`src/rtl/pc_source_ctrl_pkg.sv`:
```
// pc_ctrl_pkg: shared types and constants for the PC-source controller.
//   pc_src_e       PC mux select encodings
//   instr_class_e  committed-instruction classes (5..7 reserved)
//   ctrl_state_e   controller FSM states
//   exc_code_e     resolved exception code
//   VEC_OFF_*      vector-area offsets from VEC_BASE
//   resolve_exc    priority resolution opcode > overflow > divzero
//   vec_offset     exception code -> vector offset
package pc_ctrl_pkg;

  localparam int unsigned MAX_LAT = 4;
  localparam int unsigned LAT_W   = $clog2(MAX_LAT + 1);

  typedef enum logic [2:0] {
    PC_ALU    = 3'd0,
    PC_ALUOUT = 3'd1,
    PC_DESLOC = 3'd2,
    PC_JR     = 3'd3,
    PC_EPC    = 3'd4,
    PC_ROTINA = 3'd5
  } pc_src_e;

  typedef enum logic [2:0] {
    IC_SEQ    = 3'd0,
    IC_BRANCH = 3'd1,
    IC_JUMP   = 3'd2,
    IC_JR     = 3'd3,
    IC_RTE    = 3'd4
  } instr_class_e;

  typedef enum logic [2:0] {
    IDLE      = 3'd0,
    COMMIT    = 3'd1,
    EXC_START = 3'd2,
    EXC_WAIT  = 3'd3,
    EXC_LOAD  = 3'd4,
    EXC_JUMP  = 3'd5
  } ctrl_state_e;

  typedef enum logic [1:0] {
    EXC_NONE   = 2'd0,
    EXC_OPCODE = 2'd1,
    EXC_OVF    = 2'd2,
    EXC_DIVZ   = 2'd3
  } exc_code_e;

  localparam logic [7:0] VEC_OFF_OPCODE = 8'd0;
  localparam logic [7:0] VEC_OFF_OVF    = 8'd1;
  localparam logic [7:0] VEC_OFF_DIVZ   = 8'd2;

  // Reserved classes (5..7) are treated as an invalid opcode.
  function automatic exc_code_e resolve_exc(input logic [2:0] cls,
                                            input logic       op,
                                            input logic       ovf,
                                            input logic       dz);
    if (op || (cls > 3'd4)) return EXC_OPCODE;
    else if (ovf)           return EXC_OVF;
    else if (dz)            return EXC_DIVZ;
    else                    return EXC_NONE;
  endfunction

  function automatic logic [7:0] vec_offset(input exc_code_e code);
    case (code)
      EXC_OVF:  return VEC_OFF_OVF;
      EXC_DIVZ: return VEC_OFF_DIVZ;
      default:  return VEC_OFF_OPCODE;
    endcase
  endfunction

endpackage

```
`src/rtl/pc_source_ctrl_if.sv`:
```
// pc_source_ctrl_if: request, PC-control and vector-memory signals of the
// PC-source controller.
//   slave  : controller side (receives start/flags/vec_data, drives PC controls)
//   master : main control FSM / memory side
interface pc_source_ctrl_if;
  import pc_ctrl_pkg::*;

  logic        start;
  logic [2:0]  instr_class;
  logic        branch_taken;
  logic        exc_opcode;
  logic        exc_overflow;
  logic        exc_divzero;
  logic [7:0]  vec_data;
  logic [2:0]  PCSource;
  logic        PCWrite;
  logic        EPCWrite;
  logic        vec_read;
  logic [7:0]  vec_addr;
  logic [31:0] RotinaDeTratamentoAddress;
  logic        busy;
  logic        done;

  modport slave (
    input  start, instr_class, branch_taken, exc_opcode, exc_overflow,
           exc_divzero, vec_data,
    output PCSource, PCWrite, EPCWrite, vec_read, vec_addr,
           RotinaDeTratamentoAddress, busy, done
  );

  modport master (
    output start, instr_class, branch_taken, exc_opcode, exc_overflow,
           exc_divzero, vec_data,
    input  PCSource, PCWrite, EPCWrite, vec_read, vec_addr,
           RotinaDeTratamentoAddress, busy, done
  );

endinterface

```
`src/rtl/pc_source_ctrl_lat_counter.sv`:
```
// lat_counter: loadable down-counter used to time memory read latency.
//   clk, reset : clock, synchronous active-low reset
//   load       : load load_val (takes priority over dec)
//   load_val   : value to load
//   dec        : decrement by one (no underflow below zero)
//   zero       : count == 0
module lat_counter #(
  parameter int unsigned MAX_LAT = 4,
  parameter int unsigned W       = $clog2(MAX_LAT + 1)
) (
  input  logic         clk,
  input  logic         reset,
  input  logic         load,
  input  logic [W-1:0] load_val,
  input  logic         dec,
  output logic         zero
);

  logic [W-1:0] count;

  always_ff @(posedge clk) begin
    if (!reset) begin
      count <= '0;
    end else if (load) begin
      count <= load_val;
    end else if (dec && (count != '0)) begin
      count <= count - 1'b1;
    end
  end

  assign zero = (count == '0);

endmodule

```
`src/rtl/pc_source_ctrl.sv`:
```
// pc_source_ctrl: turns a one-cycle commit request plus exception flags into
// a timed PC update (PCSource/PCWrite/EPCWrite). On an exception it writes
// EPC, reads the handler byte from the vector area and jumps to it.
//   clk    : system clock
//   reset  : synchronous, active-low
//   bus    : pc_source_ctrl_if.slave (request inputs, vector memory, PC controls,
//            busy/done, RotinaDeTratamentoAddress)
// MEM_LAT (1..4) is the vec_read -> vec_data latency in cycles.
module pc_source_ctrl
  import pc_ctrl_pkg::*;
#(
  parameter int unsigned MEM_LAT  = 1,
  parameter logic [7:0]  VEC_BASE = 8'hFD
) (
  input  logic                  clk,
  input  logic                  reset,
  pc_source_ctrl_if.slave       bus
);

  localparam logic [LAT_W-1:0] WAIT_LOAD = LAT_W'(MEM_LAT - 1);

  ctrl_state_e state, state_nxt;
  logic [2:0]  cls_q;
  logic        taken_q;
  exc_code_e   exc_q;
  exc_code_e   exc_in;
  logic [7:0]  handler_q;
  logic        lat_zero;

  logic [2:0]  pcsrc_d;
  logic        pcw_d;
  logic        epcw_d;
  logic        vread_d;
  logic [7:0]  vaddr_d;
  logic        done_d;

  assign exc_in = resolve_exc(bus.instr_class, bus.exc_opcode,
                              bus.exc_overflow, bus.exc_divzero);

  // Loaded with MEM_LAT-1 on EXC_START so EXC_WAIT lasts exactly MEM_LAT cycles.
  lat_counter #(
    .MAX_LAT (MAX_LAT),
    .W       (LAT_W)
  ) u_lat (
    .clk      (clk),
    .reset    (reset),
    .load     (state == EXC_START),
    .load_val (WAIT_LOAD),
    .dec      (state == EXC_WAIT),
    .zero     (lat_zero)
  );

  always_ff @(posedge clk) begin
    if (!reset) begin
      state     <= IDLE;
      cls_q     <= '0;
      taken_q   <= 1'b0;
      exc_q     <= EXC_NONE;
      handler_q <= '0;
    end else begin
      state <= state_nxt;
      if ((state == IDLE) && bus.start) begin
        cls_q   <= bus.instr_class;
        taken_q <= bus.branch_taken;
        exc_q   <= exc_in;
      end
      if (state == EXC_LOAD) begin
        handler_q <= bus.vec_data;
      end
    end
  end

  always_comb begin
    state_nxt = state;
    case (state)
      IDLE:      if (bus.start) state_nxt = (exc_in != EXC_NONE) ? EXC_START : COMMIT;
      COMMIT:    state_nxt = IDLE;
      EXC_START: state_nxt = EXC_WAIT;
      EXC_WAIT:  if (lat_zero) state_nxt = EXC_LOAD;
      EXC_LOAD:  state_nxt = EXC_JUMP;
      EXC_JUMP:  state_nxt = IDLE;
      default:   state_nxt = IDLE;
    endcase
  end

  always_comb begin
    pcsrc_d = PC_ALU;
    pcw_d   = 1'b0;
    epcw_d  = 1'b0;
    vread_d = 1'b0;
    vaddr_d = '0;
    done_d  = 1'b0;
    case (state)
      COMMIT: begin
        done_d = 1'b1;
        case (cls_q)
          IC_SEQ:    begin pcsrc_d = PC_ALU;    pcw_d = 1'b1;    end
          IC_BRANCH: begin pcsrc_d = PC_ALUOUT; pcw_d = taken_q; end
          IC_JUMP:   begin pcsrc_d = PC_DESLOC; pcw_d = 1'b1;    end
          IC_JR:     begin pcsrc_d = PC_JR;     pcw_d = 1'b1;    end
          IC_RTE:    begin pcsrc_d = PC_EPC;    pcw_d = 1'b1;    end
          default:   begin pcsrc_d = PC_ALU;    pcw_d = 1'b0;    end
        endcase
      end
      EXC_START: begin
        epcw_d  = 1'b1;
        vread_d = 1'b1;
        vaddr_d = VEC_BASE + vec_offset(exc_q);
      end
      EXC_JUMP: begin
        pcsrc_d = PC_ROTINA;
        pcw_d   = 1'b1;
        done_d  = 1'b1;
      end
      default: ;
    endcase
  end

  // Strobes are masked while reset is low so an aborted sequence never
  // issues a write in the reset cycle itself.
  assign bus.PCSource                  = pcsrc_d;
  assign bus.PCWrite                   = pcw_d & reset;
  assign bus.EPCWrite                  = epcw_d & reset;
  assign bus.vec_read                  = vread_d & reset;
  assign bus.vec_addr                  = vaddr_d;
  assign bus.done                      = done_d;
  assign bus.busy                      = (state != IDLE);
  assign bus.RotinaDeTratamentoAddress = {24'b0, handler_q};

endmodule

```
`src/flat_wrapper.sv`:
```
// flat-port wrapper written by rule: the top's interface ports become plain ports
module pc_source_ctrl_flat import pc_ctrl_pkg::*;
#(
  parameter int unsigned MEM_LAT  = 1,
  parameter logic [7:0]  VEC_BASE = 8'hFD
)
  (clk, reset, bus_start, bus_instr_class, bus_branch_taken, bus_exc_opcode, bus_exc_overflow, bus_exc_divzero, bus_vec_data, bus_PCSource, bus_PCWrite, bus_EPCWrite, bus_vec_read, bus_vec_addr, bus_RotinaDeTratamentoAddress, bus_busy, bus_done);
  pc_source_ctrl_if bus_i ();
  input  logic clk;
  input  logic reset;
  input wire logic [$bits(bus_i.start)-1:0] bus_start;
  input wire logic [$bits(bus_i.instr_class)-1:0] bus_instr_class;
  input wire logic [$bits(bus_i.branch_taken)-1:0] bus_branch_taken;
  input wire logic [$bits(bus_i.exc_opcode)-1:0] bus_exc_opcode;
  input wire logic [$bits(bus_i.exc_overflow)-1:0] bus_exc_overflow;
  input wire logic [$bits(bus_i.exc_divzero)-1:0] bus_exc_divzero;
  input wire logic [$bits(bus_i.vec_data)-1:0] bus_vec_data;
  output wire logic [$bits(bus_i.PCSource)-1:0] bus_PCSource;
  output wire logic [$bits(bus_i.PCWrite)-1:0] bus_PCWrite;
  output wire logic [$bits(bus_i.EPCWrite)-1:0] bus_EPCWrite;
  output wire logic [$bits(bus_i.vec_read)-1:0] bus_vec_read;
  output wire logic [$bits(bus_i.vec_addr)-1:0] bus_vec_addr;
  output wire logic [$bits(bus_i.RotinaDeTratamentoAddress)-1:0] bus_RotinaDeTratamentoAddress;
  output wire logic [$bits(bus_i.busy)-1:0] bus_busy;
  output wire logic [$bits(bus_i.done)-1:0] bus_done;
  assign bus_i.start = bus_start;
  assign bus_i.instr_class = bus_instr_class;
  assign bus_i.branch_taken = bus_branch_taken;
  assign bus_i.exc_opcode = bus_exc_opcode;
  assign bus_i.exc_overflow = bus_exc_overflow;
  assign bus_i.exc_divzero = bus_exc_divzero;
  assign bus_i.vec_data = bus_vec_data;
  assign bus_PCSource = bus_i.PCSource;
  assign bus_PCWrite = bus_i.PCWrite;
  assign bus_EPCWrite = bus_i.EPCWrite;
  assign bus_vec_read = bus_i.vec_read;
  assign bus_vec_addr = bus_i.vec_addr;
  assign bus_RotinaDeTratamentoAddress = bus_i.RotinaDeTratamentoAddress;
  assign bus_busy = bus_i.busy;
  assign bus_done = bus_i.done;
  pc_source_ctrl #(.MEM_LAT(MEM_LAT), .VEC_BASE(VEC_BASE)) u_core (.clk(clk), .reset(reset), .bus(bus_i));
endmodule
```
`config.mk`:
```
export PLATFORM = sky130hd
export DESIGN_NAME = pc_source_ctrl_flat
export DESIGN_NICKNAME = d
export VERILOG_FILES = /design/src/rtl/pc_source_ctrl_pkg.sv /design/src/rtl/pc_source_ctrl_if.sv /design/src/rtl/pc_source_ctrl_lat_counter.sv /design/src/rtl/pc_source_ctrl.sv /design/src/flat_wrapper.sv
export SDC_FILE = /design/constraint.sdc
export NUM_CORES = 1
export LEC_CHECK = 0
export ABC_CLOCK_PERIOD_IN_PS = 1700
export CAP_MARGIN = 15
export CORE_MARGIN = 2
export CORE_UTILIZATION = 35
export CTS_CLUSTER_SIZE = 30
export DETAILED_ROUTE_END_ITERATION = 7
export PLACE_DENSITY = 0.85
export SLEW_MARGIN = 20
export SYNTH_ARGS = -nofsm -noshare
export SYNTH_HDL_FRONTEND = slang
export SYNTH_SLANG_ARGS = --single-unit
export TNS_END_PERCENT = 10
```
`constraint.sdc`:
```
create_clock -name clk -period 1.7 [get_ports clk]
set_clock_uncertainty 0.05 [all_clocks]
set_input_delay 0.425 -clock clk [delete_from_list [all_inputs] [get_ports clk]]
set_output_delay 0.425 -clock clk [all_outputs]
set_load 0.05 [all_outputs]
```
### Word-level counts from Yosys, hierarchy flattened

Index checks and enable logic that the tools add are counted.

* add/sub/neg operators: 2
* order comparisons: 1
* equality and inequality tests: 13
* muxes and demuxes: 16
* bitwise gates (word level): 3
* reduce and logical (&&, ||, !) cells: 13

Operators with widths (number)
* case mux 3 bit (4 select lines): 2
* two-way mux 8 bit: 2
* == test 3 x 2 -> 1 bit (second input constant): 4
* == test 3 bit (second input constant): 3
* logical NOT 3 bit: 3
* adder 8 bit (first input constant): 1
* two-way mux 2 bit: 4
* == test 3 x 1 -> 1 bit (second input constant): 2
* two-way mux 3 bit: 2
* case mux 3 bit (2 select lines): 1
* nonzero test 3 bit: 2
* == test 2 bit (second input constant): 2
* case mux 1 bit (2 select lines): 2
* case mux 2 bit (2 select lines): 1
* OR reduction 2 bit: 2
* OR reduction 4 bit: 1
* > comparator 3 bit (second input constant): 1
* subtractor 3 x 1 -> 3 bit (second input constant): 1
* AND 1 bit: 2
* logical AND 1 bit: 2
* two-way mux 1 bit: 2
* inequality test 2 x 1 -> 1 bit (second input constant): 1
* inequality test 2 bit (second input constant): 1
* AND reduction 2 bit: 1
* 3 further kinds: 3

* register bits: 20
* input bits: 18
* output and inout port bits: 48
* word-level logic and storage cells: 54

### Logic depth before layout (Yosys ltp)

* depth in word-level cells: 7
* mapped depth: 6
* mapped depth without buffers: 6

### By module

Synthesis repeated with hierarchy kept, for this count alone.

* cells, all modules: 142
* area total of the unflattened synthesis: 1260.0 um^2

Modules (own cells, without submodules)
* pc_source_ctrl: times used 1, cells an instance 121, area an instance 1074.8 um^2, sequential area each 340.3 um^2
* lat_counter: times used 1, cells an instance 21, area an instance 185.2 um^2, sequential area each 60.1 um^2

### Worst setup path before layout

OpenSTA, ideal clock, no wires.

* path kind: register to output
* from: register u_core.state[2]
* to: output bus_vec_addr[3]
* arrival: 2.117 ns
* required time: 1.225 ns
* setup slack: -0.892 ns
* cell stages (with the launch flop): 5
* path buffers: 2
* cell sequence: dfxtp_1 buf_2 or3b_2 nor2_1 buf_4

* word-level cells in the longest chain between the ends: 2

RTL lines
* from (decl): line pc_source_ctrl.sv:22 `ctrl_state_e state, state_nxt;`
* from (signal assigned): line pc_source_ctrl.sv:61 `state <= state_nxt;`
* == test 3 x 2 -> 1 bit: line pc_source_ctrl.sv:93 `case (state)`
* two-way mux 8 bit: line pc_source_ctrl.sv:93
* to (decl): line flat_wrapper.sv:22 `output wire logic [$bits(bus_i.vec_addr)-1:0] bus_vec_addr;`

Every way passes these cells.

### Worst setup path after layout

* from: register u_core.state[0]
* to: output bus_vec_addr[6]

The elaborated chain is that of the path after synthesis.

==> impl_metrics.csv <==
group,metric,value,unit
run_status,status,"finished, violations left",
run_status,violations,"setup timing",
global_route,use_met1,14.6,%
global_route,grt_pass1_wl,4400,um
die,start_util,36.5,%
power,p_sw_share,37.0,%
worst_setup_path,worstSetupPathType,"reg2out",
worst_setup_path,end_kind,"output pin",
global_route,grt_pass1_vias,1016,
die,die_h,63.3,um
sta,post-route-period-util,114,%
min_path,holdPathStages,2,
logic_synthesis,synth-seq-area-share,32.6,%
worst_setup_path,crit_required,1.22,ns
run,max_cap_violations,0,
logic_synthesis,synth.area.top_cells,"dfxtp_1, buf_4, mux2i_1",
power,comb_power_share,46.3,%
global_route,grt_max_degree,14,
logic_synthesis,synth_cells,138,
logic_synthesis,async_reset_ff_share,0,%
sta,setup_viol,16,
clocking,cts_sinks,20,
cells_and_area,antenna_cells,0,
die,core_area,3360,um^2
power,ir_drop,0.000725,V
clocking,cts_max_level,1,
cells_and_area,final_area,1940,um^2
worst_setup_path,critPathBufInv,2,
power,share_seq_of_total_power,30.5,%
worst_setup_path,reg2reg_from,"u_core.u_lat.count[0]$_SDFFE_PP0P_",
global_route,grt-ovfl-total,0,
global_route,grtUsageMet3,3.21,%
worst_setup_path,r2r-end,"u_core.u_lat.count[2]$_SDFFE_PP0P_",
power,p_clk_share,23.2,%
worst_setup_path,critPathMostFrequentCell,"buf_12",
routing,vias_per_cell,4.40,
logic_synthesis,synth.most_common_cell,"buf_4",
min_path,hold_end,"u_core.exc_q[1]$_SDFFE_PN0P_",
global_route,busiest_layer,"met2",
worst_setup_path,path_cells,"or3b_4 -> nor2_4 -> buf_12 -> buf_12",
placement,dp_hpwl,2050,um
sta,drv_slew,0,
placement,place_area,1830,um^2
sta,fmax,516,MHz
logic_synthesis,yosys.area.top_type,"dfxtp_1",
worst_setup_path,crit_arrival,1.46,ns
die,dieWidth,63.3,um
clocking,ctsLongestPathBuffers,2,
min_path,hp-class,"reg2reg",
power,switching_power,620,uW
worst_setup_path,cp_max_fo,6,
logic_synthesis,synthesis.area,1230,um^2
clocking,numCtsBuffers,3,
routing,drt_iter0_markers,17,
power,p_per_area,867,nW/um^2
power,internal_power,1060,uW
placement,gp_congestion,0.791,
sta,finalHoldViolations,0,
worst_setup_path,cp_top_family,"simple AND/OR/NAND/NOR gates",
routing,avgRoutedWirePerCell,11.2,um
global_route,track_usage,13.6,%
cells_and_area,area_growth,57.5,%
cells_and_area,layout.cells.non_filler,229,
worst_setup_path,worst-r2r-cell-count,6,
routing,vias,1008,
global_route,antenna_found_initial,0,
worst_setup_path,start_kind,"register",
sta,fin_ws,-0.238,ns
logic_synthesis,postSynthAreaPerCell,8.90,um^2
clocking,cts_tree,"done",
clocking,cts_root_buf,"clkbuf_4",
worst_setup_path,cp_num_cells,4,
clocking,clkTransAtPathRegs,0.11,ns
global_route,met2_usage,25.4,%
worst_setup_path,reg2reg_slack,0.14,ns
routing,ant_nets,0,
sta,fin_crit,1.94,ns
logic_synthesis,synth_edf_count,0,
worst_setup_path,worst_path_max_delay_cell,"or3b_4",
sta,hold_ws,0.441,ns
logic_synthesis,synthTopCellsByCount,"buf_4, dfxtp_1, nor2_1",
cells_and_area,fin_nets,205,
logic_synthesis,ys.flop_type,"dfxtp_1",
routing,drc,0,
logic_synthesis,netlist-cell-type-count,34,
sta,rsz0062_at_grt,"yes",
routing,firstDrtPassIters,4,
die,rows,21,
worst_setup_path,max_stage_delay,0.42,ns
placement,placedCellCount,225,
logic_synthesis,ys_seq_elements,20,
sta,final.setup.tns,-2.57,ns
placement,io_buffer_count,41,
die,io_pins,66,
min_path,hp-start,"u_core.exc_q[1]$_SDFFE_PN0P_",
logic_synthesis,yosysTopAreaCellShare,32.6,%
logic_synthesis,yosys_warnings,0,
cells_and_area,drive_above_1_share,34.4,%
power,leakagePower,0.000791,uW
clocking,clk_latency,0.31,ns
die,die-area,4000,um^2
routing,wl,2580,um
-- per-layer routing --
metal / routed length [um] / up-vias
met5: 0 / -
met3: 140 / 4
met4: 41 / 0
met1: 1040 / 472
li1: - / 497
met2: 1350 / 35
-- power groups by stage --
stage	clock [uW]	combinational, uW	sequential (uW)
2_1_floorplan	0	523	528
3_3_place_gp	0	744	519
3_5_place_dp	0	751	520
4_1_cts	399	774	511
5_1_grt	412	809	516
6_report	389	776	513
-- cells by family (layout without fill, tap and decap cells) --
kind of cell / after synthesis / after routing / synth area share (%)
multiplexers: 12 / 12 / 9.78
buffers and inverters: 42 / 64 / 23.1
adder cells (fa/ha/maj): 3 / 3 / 3.06
other: 1 / 24 / 0.305
AO/OA/AOI/OAI: 14 / 14 / 8.35
XOR/XNOR: 1 / 1 / 0.713
flip-flops: 20 / 20 / 32.6
AND/OR/NAND/NOR: 45 / 45 / 22.1
-- area by class of cell --
class | count | area [um^2]
Fill cell | 306 | 1430
Timing Repair Buffer | 54 | 704
Multi-Input combinational cell | 99 | 689
Sequential cell | 20 | 407
Tap cell | 46 | 57.6
Clock inverter | 1 | 30.0
Inverter | 6 | 25.0
Clock buffer | 3 | 22.5
-- worst min-delay path: stages, from the launching register on --
cell	delay, ns
dfxtp_2	0.34
nand2_1	0.05
o32ai_1	0.07
-- registers in the layout, summed over array words and instances (netlist names) --
name                cells
u_core.exc_q            2
u_core.handler_q        8
u_core.state            3
u_core.taken_q          1
u_core.cls_q            3
u_core.u_lat.count      3
-- through the flow --
step,utilization [%],setup WS [ns],power [uW]
2_1_floorplan,-,-0.238,1050
3_3_place_gp,54.4,-0.245,1260
3_5_place_dp,54.4,-0.260,1270
4_1_cts,57.2,-0.251,1680
5_1_grt,57.6,-0.289,1740
6_report,57.6,-0.238,1680
-- placed cells by master (no fill, tap or decap), types with 5 or more instances in the layout --
master / count
conb_1: 24
buf_12: 20
clkdlybuf4s50_1: 16
buf_4: 15
dfxtp_1: 15
mux2i_1: 12
nor2b_1: 12
nor2_1: 9
inv_1: 5
dfxtp_2: 5
-- worst max-delay path by stage --
stage                                 start               to  slack (ns)
2_1_floorplan  u_core.state[2]$_SDFFE_PN0P_  bus_vec_addr[3]       -0.24
3_3_place_gp                          reset     bus_EPCWrite       -0.25
3_5_place_dp                          reset     bus_vec_read       -0.26
4_1_cts        u_core.state[0]$_SDFFE_PN0P_  bus_vec_addr[6]       -0.25
5_1_grt        u_core.state[0]$_SDFFE_PN0P_  bus_vec_addr[4]       -0.29
6_report       u_core.state[0]$_SDFFE_PN0P_  bus_vec_addr[6]       -0.24
-- what timing repair did --
item / CTS / global route
hold buffers: 0 / 0
pin swaps: 2 / 1
resized for setup: 14 / 6
setup buffers: 0 / 0
hold endpoints to repair: 0 / 0
endpoints found under the setup margin: 16 / 16
Note: power is estimated with default switching activity, not from simulation.
